===== src/rtl/tile_pkg.sv =====
// Shared types for the tile BRAM read path:
// geometry constants, the output beat and the sequencer state.
package tile_pkg;

  localparam int MAN_WIDTH  = 256;
  localparam int EXP_WIDTH  = 8;
  localparam int BRAM_DEPTH = 512;
  localparam int ADDR_WIDTH = $clog2(BRAM_DEPTH);
  localparam int LEN_WIDTH  = ADDR_WIDTH + 1;

  typedef struct packed {
    logic [MAN_WIDTH-1:0]  man_left;
    logic [MAN_WIDTH-1:0]  man_right;
    logic [EXP_WIDTH-1:0]  exp_left;
    logic [EXP_WIDTH-1:0]  exp_right;
    logic [ADDR_WIDTH-1:0] idx;
    logic                  last;
  } tile_beat_t;

  typedef enum logic [1:0] {
    IDLE,
    FETCH,
    DRAIN
  } fetch_state_t;

endpackage


===== src/rtl/tile_beat_fifo.sv =====
// Two-entry beat FIFO between BRAM capture and the output stream.
// Storage is reset so the stream fields read 0 while empty after reset.
module tile_beat_fifo
  import tile_pkg::*;
(
  input  logic       i_clk,
  input  logic       i_reset_n,
  input  logic       push,
  input  tile_beat_t push_beat,
  input  logic       pop,
  output tile_beat_t head,
  output logic [1:0] count
);

  tile_beat_t mem [2];
  logic       wr_ptr;
  logic       rd_ptr;

  always_ff @(posedge i_clk or negedge i_reset_n) begin
    if (!i_reset_n) begin
      mem[0] <= '0;
      mem[1] <= '0;
      wr_ptr <= 1'b0;
      rd_ptr <= 1'b0;
      count  <= 2'd0;
    end else begin
      if (push) begin
        mem[wr_ptr] <= push_beat;
        wr_ptr      <= ~wr_ptr;
      end
      if (pop) begin
        rd_ptr <= ~rd_ptr;
      end
      count <= count + {1'b0, push} - {1'b0, pop};
    end
  end

  assign head = mem[rd_ptr];

endmodule


===== src/rtl/tile_fetch_sequencer.sv =====
// Tile BRAM read sequencer: issues lockstep reads on four ports,
// captures the registered read data and streams it as beats.
module tile_fetch_sequencer
  import tile_pkg::*;
(
  input  logic                  i_clk,
  input  logic                  i_reset_n,
  input  logic                  i_cmd_valid,
  output logic                  o_cmd_ready,
  input  logic [ADDR_WIDTH-1:0] i_cmd_left_base,
  input  logic [ADDR_WIDTH-1:0] i_cmd_right_base,
  input  logic [LEN_WIDTH-1:0]  i_cmd_len,
  output logic [ADDR_WIDTH-1:0] o_man_left_rd_addr,
  output logic                  o_man_left_rd_en,
  input  logic [MAN_WIDTH-1:0]  i_man_left_rd_data,
  output logic [ADDR_WIDTH-1:0] o_man_right_rd_addr,
  output logic                  o_man_right_rd_en,
  input  logic [MAN_WIDTH-1:0]  i_man_right_rd_data,
  output logic [ADDR_WIDTH-1:0] o_exp_left_rd_addr,
  output logic                  o_exp_left_rd_en,
  input  logic [EXP_WIDTH-1:0]  i_exp_left_rd_data,
  output logic [ADDR_WIDTH-1:0] o_exp_right_rd_addr,
  output logic                  o_exp_right_rd_en,
  input  logic [EXP_WIDTH-1:0]  i_exp_right_rd_data,
  output logic                  o_out_valid,
  input  logic                  i_out_ready,
  output logic [MAN_WIDTH-1:0]  o_out_man_left,
  output logic [MAN_WIDTH-1:0]  o_out_man_right,
  output logic [EXP_WIDTH-1:0]  o_out_exp_left,
  output logic [EXP_WIDTH-1:0]  o_out_exp_right,
  output logic [ADDR_WIDTH-1:0] o_out_idx,
  output logic                  o_out_last,
  output logic                  o_busy,
  output logic                  o_done
);

  fetch_state_t          state;
  fetch_state_t          state_nx;
  logic [ADDR_WIDTH-1:0] left_base;
  logic [ADDR_WIDTH-1:0] right_base;
  logic [LEN_WIDTH-1:0]  len_q;
  logic [LEN_WIDTH-1:0]  issued;
  logic                  inflight;
  logic [ADDR_WIDTH-1:0] inflight_idx;
  logic                  cmd_ready_q;
  logic                  zero_done_q;
  logic                  accept;
  logic                  issue;
  logic                  pop;
  logic                  drained;
  logic [1:0]            count;
  logic [2:0]            occ;
  logic [ADDR_WIDTH-1:0] left_addr;
  logic [ADDR_WIDTH-1:0] right_addr;
  tile_beat_t            push_beat;
  tile_beat_t            head;

  assign accept  = i_cmd_valid && cmd_ready_q;
  assign pop     = (count != 2'd0) && i_out_ready;
  assign occ     = {1'b0, count} + {2'b0, inflight};

  // Credit: FIFO entries plus the read in flight never exceed 2
  assign issue   = (state == FETCH)
                && (issued != len_q)
                && (occ < (3'd2 + {2'b0, pop}));
  assign drained = (state == DRAIN)
                && !inflight
                && (count == 2'd0);

  always_comb begin
    state_nx = state;
    unique case (1'b1)
      (state == IDLE): begin
        if (accept && (i_cmd_len != '0)) begin
          state_nx = FETCH;
        end
      end
      (state == FETCH): begin
        if (issue && (issued + LEN_WIDTH'(1) == len_q)) begin
          state_nx = DRAIN;
        end
      end
      (state == DRAIN): begin
        if (drained) begin
          state_nx = IDLE;
        end
      end
      default: state_nx = IDLE;
    endcase
  end

  always_ff @(posedge i_clk or negedge i_reset_n) begin
    if (!i_reset_n) begin
      state        <= IDLE;
      left_base    <= '0;
      right_base   <= '0;
      len_q        <= '0;
      issued       <= '0;
      inflight     <= 1'b0;
      inflight_idx <= '0;
      cmd_ready_q  <= 1'b0;
      zero_done_q  <= 1'b0;
    end else begin
      state       <= state_nx;
      cmd_ready_q <= (state_nx == IDLE);
      zero_done_q <= accept && (i_cmd_len == '0);
      inflight    <= issue;
      if (accept) begin
        left_base  <= i_cmd_left_base;
        right_base <= i_cmd_right_base;
        len_q      <= i_cmd_len;
        issued     <= '0;
      end else if (issue) begin
        issued <= issued + LEN_WIDTH'(1);
      end
      if (issue) begin
        inflight_idx <= issued[ADDR_WIDTH-1:0];
      end
    end
  end

  // Natural width overflow gives the 511 -> 0 wrap
  assign left_addr  = left_base + issued[ADDR_WIDTH-1:0];
  assign right_addr = right_base + issued[ADDR_WIDTH-1:0];

  assign o_man_left_rd_addr  = left_addr;
  assign o_exp_left_rd_addr  = left_addr;
  assign o_man_right_rd_addr = right_addr;
  assign o_exp_right_rd_addr = right_addr;
  assign o_man_left_rd_en    = issue;
  assign o_man_right_rd_en   = issue;
  assign o_exp_left_rd_en    = issue;
  assign o_exp_right_rd_en   = issue;

  always_comb begin
    push_beat           = '0;
    push_beat.man_left  = i_man_left_rd_data;
    push_beat.man_right = i_man_right_rd_data;
    push_beat.exp_left  = i_exp_left_rd_data;
    push_beat.exp_right = i_exp_right_rd_data;
    push_beat.idx       = inflight_idx;
    push_beat.last      = ({1'b0, inflight_idx}
                        == (len_q - LEN_WIDTH'(1)));
  end

  tile_beat_fifo u_fifo (
    .i_clk     (i_clk),
    .i_reset_n (i_reset_n),
    .push      (inflight),
    .push_beat (push_beat),
    .pop       (pop),
    .head      (head),
    .count     (count)
  );

  assign o_out_valid     = (count != 2'd0);
  assign o_out_man_left  = head.man_left;
  assign o_out_man_right = head.man_right;
  assign o_out_exp_left  = head.exp_left;
  assign o_out_exp_right = head.exp_right;
  assign o_out_idx       = head.idx;
  assign o_out_last      = head.last;
  assign o_cmd_ready     = cmd_ready_q;
  assign o_busy          = (state != IDLE);
  assign o_done          = zero_done_q | drained;

endmodule


===== config.mk =====
export PLATFORM = sky130hd
export DESIGN_NAME = tile_fetch_sequencer
export DESIGN_NICKNAME = d
export VERILOG_FILES = /design/src/rtl/tile_pkg.sv /design/src/rtl/tile_beat_fifo.sv /design/src/rtl/tile_fetch_sequencer.sv
export SDC_FILE = /design/constraint.sdc
export NUM_CORES = 2
export LEC_CHECK = 0
export BUFFER_PORTS_ARGS = -buffer_cell sky130_fd_sc_hd__buf_2
export CAP_MARGIN = 20
export CORE_AREA = 2 2 444 446
export DETAILED_ROUTE_END_ITERATION = 8
export DIE_AREA = 0 0 446 448
export HOLD_SLACK_MARGIN = 0.02
export PLACE_DENSITY = 0.49
export SYNTH_ARGS = -nofsm -noshare
export SYNTH_HDL_FRONTEND = slang
export SYNTH_SLANG_ARGS = --single-unit

===== constraint.sdc =====
create_clock -name i_clk -period 2.15 [get_ports i_clk]
set_input_delay 0.215 -clock i_clk [delete_from_list [all_inputs] [get_ports i_clk]]
set_output_delay 0.215 -clock i_clk [all_outputs]
set_load 0.03 [all_outputs]

==> impl_metrics.yaml <==
status:
  status: "finished with violations"
  violations: "negative setup slack"
clock_network:
  tritoncts: "done"
  insertion_delay_ns: 0.78
  cts_root_buf: "clkbuf_16"
  clockBufferDepth: 3
  path_clk_slew_ns: 0.06
  cts_max_level: 4
  numCtsBuffers: 138
  clock_sinks: 1132
run:
  maxCapViolCount: 0
yosys:
  netlist-cell-type-count: 50
  syn_avg_cell_area_sq_um: 14.97
  synth_cells: 3317
  synth_top_area_share_pct: 57.06
  synth_top_area_cell: "dfrtp_1"
  syn_nets: 3901
  syn_area_sq_mm: 0.04964
  yosys_register_bits: 1132
  ys_seq_area_share_pct: 57.06
  async_reset_ff_share_pct: 100.0
  synth_ff_type: "dfrtp_1"
  synthTopCellsByCount: "mux2_2, dfrtp_1, clkbuf_1"
  synth_warnings: 0
  synth-edff-count: 0
  synthTopCellsByArea: "dfrtp_1, mux2_2, clkbuf_1, xnor2_1, nand2_1"
  yosysMostFrequentCell: "mux2_2"
cells_and_area:
  regArea_sq_mm: 0.02833
  fin_area_sq_mm: 0.07646
  fin_nets: 5838
  multi_input_area_sq_mm: 0.02147
  syn2layout_area_growth_pct: 54.02
  drive_gt1_share_pct: 61.93
  utilization_pct: 39.29
  fillers: 18410
sta:
  finalClockSkew_ns: 0.01736
  tightest_slew_ns: 0.6090
  slew_headroom_pct: 59.40
  rsz0062_at_grt: "yes"
  layout_setup_ws_ns: -0.9002
  tns_ns: -268.44
  finalCritPeriodShare_pct: 141.9
  final_hold_viol_count: 0
  setup_viol: 579
  fin_crit_ns: 3.050
  slew_viol_final: 0
  max_clock_freq_ghz: 0.3279
floorplanning:
  fp.dieH_microns: 448
  dieArea_sq_mm: 0.1998
  rows: 162
  die_w_microns: 446
  core_area_sq_mm: 0.1946
  initial_core_util_pct: 25.51
  io_pins: 1142
setup_path:
  path_max_fanout: 3
  end_kind: "primary output"
  crit_type: "flip-flop to primary output"
  crit_required_ns: 1.93
  cp.arrival_ns: 2.84
  start_kind: "flip-flop"
power_and_ir_drop:
  switching_share_pct: 40.48
  pwr-share-clk_pct: 15.2
  combPwrFrac_pct: 59.9
  peakVddDrop_uv: 1286
  p_int_mw: 90.22
  power_mw: 151.6
  p_leak_nw: 34.19
  pwr-share-seq_pct: 24.9
  power_density_mw_per_mm2: 1982
  p_switching_mw: 61.35
drt:
  route.vias.total: 35320
  wl_per_cell_microns: 23.17
  first_pass_iters: 5
  wirelength_microns: 183400
  drtIter0Drc: 1562
  routed_via_density: 4.462
  remaining_drc_errors: 0
  ant_nets: 0
placed_design:
  place.gp.congestion: 0.9283
  place_area_sq_mm: 0.05988
  pre_cts_ws_ns: -0.3205
  dp_hpwl_microns: 130200
  portBuffers: 1141
global_route:
  grt_max_degree: 92
  grt_antenna_before_repair: 14
  grt_busiest_layer: "met2"
  met3_usage_pct: 4.875
  track_usage_pct: 17.61
  grt_pass1_wl_microns: 261500
  grtUsageMet1_pct: 21.89
  grt_pass1_vias: 38380
  globalRoute.totalOverflow: 0
  use_met2_pct: 29.20
worst_hold_path:
  hp-class: "input port to flip-flop"
==> layout by cell type (no fill, tap or decap), types with 48 or more instances in the layout <==
cell           synthesis  routed
mux2_2              1620    1390
dfrtp_1             1132    1128
buf_2                 61     717
dlygate4sd3_1          0     584
buf_6                  0     399
mux2_4                 0     230
clkbuf_16              0     156
buf_4                 21     134
nand2_1               95      94
buf_12                 0      91
buf_16                 0      48
==> metrics by stage <==
stage          hold WS (ns)  std cells
2_1_floorplan      -0.08059       3317
6_report             0.2111       7914
5_1_grt              0.1630       7911
4_1_cts              0.1231       7861
3_5_place_dp         0.4184       6960
3_3_place_gp         0.4222       6960
==> worst max-delay path, stage by stage (launching register included) <==
cell and delay, ns:
dfrtp_2 0.43, ha_4 0.17, inv_2 0.05, fa_2 0.20
nor2b_2 0.05, o21ai_2 0.15, a21boi_2 0.09, o21a_1 0.19
o41a_1 0.39, xnor2_4 0.18, buf_6 0.15
==> power by group through the flow <==
stage	clock network, mW	registers (mW)	logic (mW)
6_report	23.0	37.8	90.8
5_1_grt	24.7	39.1	94.9
4_1_cts	23.8	37.4	84.3
3_5_place_dp	0	37.7	71.7
3_3_place_gp	0	37.2	71.4
2_1_floorplan	0	35.9	49.5
==> flip-flops by register name, summed over array words and instances (netlist names) <==
name           cells
u_fifo.count       2
zero_done_q        1
issued            10
u_fifo.wr_ptr      1
len_q             10
inflight_idx       9
u_fifo.mem      1076
o_cmd_ready        1
state              2
left_base          9
right_base         9
u_fifo.rd_ptr      1
inflight           1
==> layout make-up <==
type / instances / area share (%)
flip-flops and latches: 1132 / 37.06
multi-input cells: 1945 / 28.09
repair buffers: 2019 / 24.74
clock buffers: 206 / 5.300
well taps: 2542 / 4.160
clock inverters: 41 / 0.5318
inverters: 18 / 0.08837
diodes: 11 / 0.03600
==> final timing paths <==
path                       cells after the start  slack, ns                          end                      start
max                                           10      -0.90       o_exp_right_rd_addr[8]      issued[0]$_DFFE_PN0P_
min                                            3       0.21  u_fifo.mem[985]$_DFFE_PN0P_    i_man_left_rd_data[165]
min in group asynchronous                      3       0.24  u_fifo.mem[894]$_DFFE_PN0P_                  i_reset_n
max reg2reg                                   10      -0.10           state[0]$_DFF_PN0_      issued[0]$_DFFE_PN0P_
max in group asynchronous                      4       1.28        issued[6]$_DFFE_PN0P_                  i_reset_n
min reg2reg                                    2       0.49    u_fifo.mem[0]$_DFFE_PN0P_  u_fifo.mem[0]$_DFFE_PN0P_
==> cell families after synthesis <==
family / count (synthesis) / share of synthesized area, %
AO/OA/AOI/OAI: 49 / 0.6200
XOR/XNOR: 53 / 0.9351
adder cells (fa/ha/maj): 24 / 0.6351
buffers and inverters: 240 / 2.130
flip-flops: 1132 / 57.06
multiplexers: 1622 / 36.79
AND/OR/NAND/NOR: 197 / 1.830
==> per-layer routing <==
layer	up-vias	routed length, microns
li1	15780	-
met1	18270	76500
met2	922	89190
met3	334	10780
met4	6	6843
met5	-	41
==> timing repair <==
action                                  in CTS  in global routing
buffers inserted                            32                 39
cloned                                      39                 19
endpoints found under the hold margin     2219                  0
gates resized for setup                    680                754
endpoints found under the setup margin     575                596
hold buffers                               584                  0
pin swaps                                   20                 17
(Power assumes the default switching activity.)
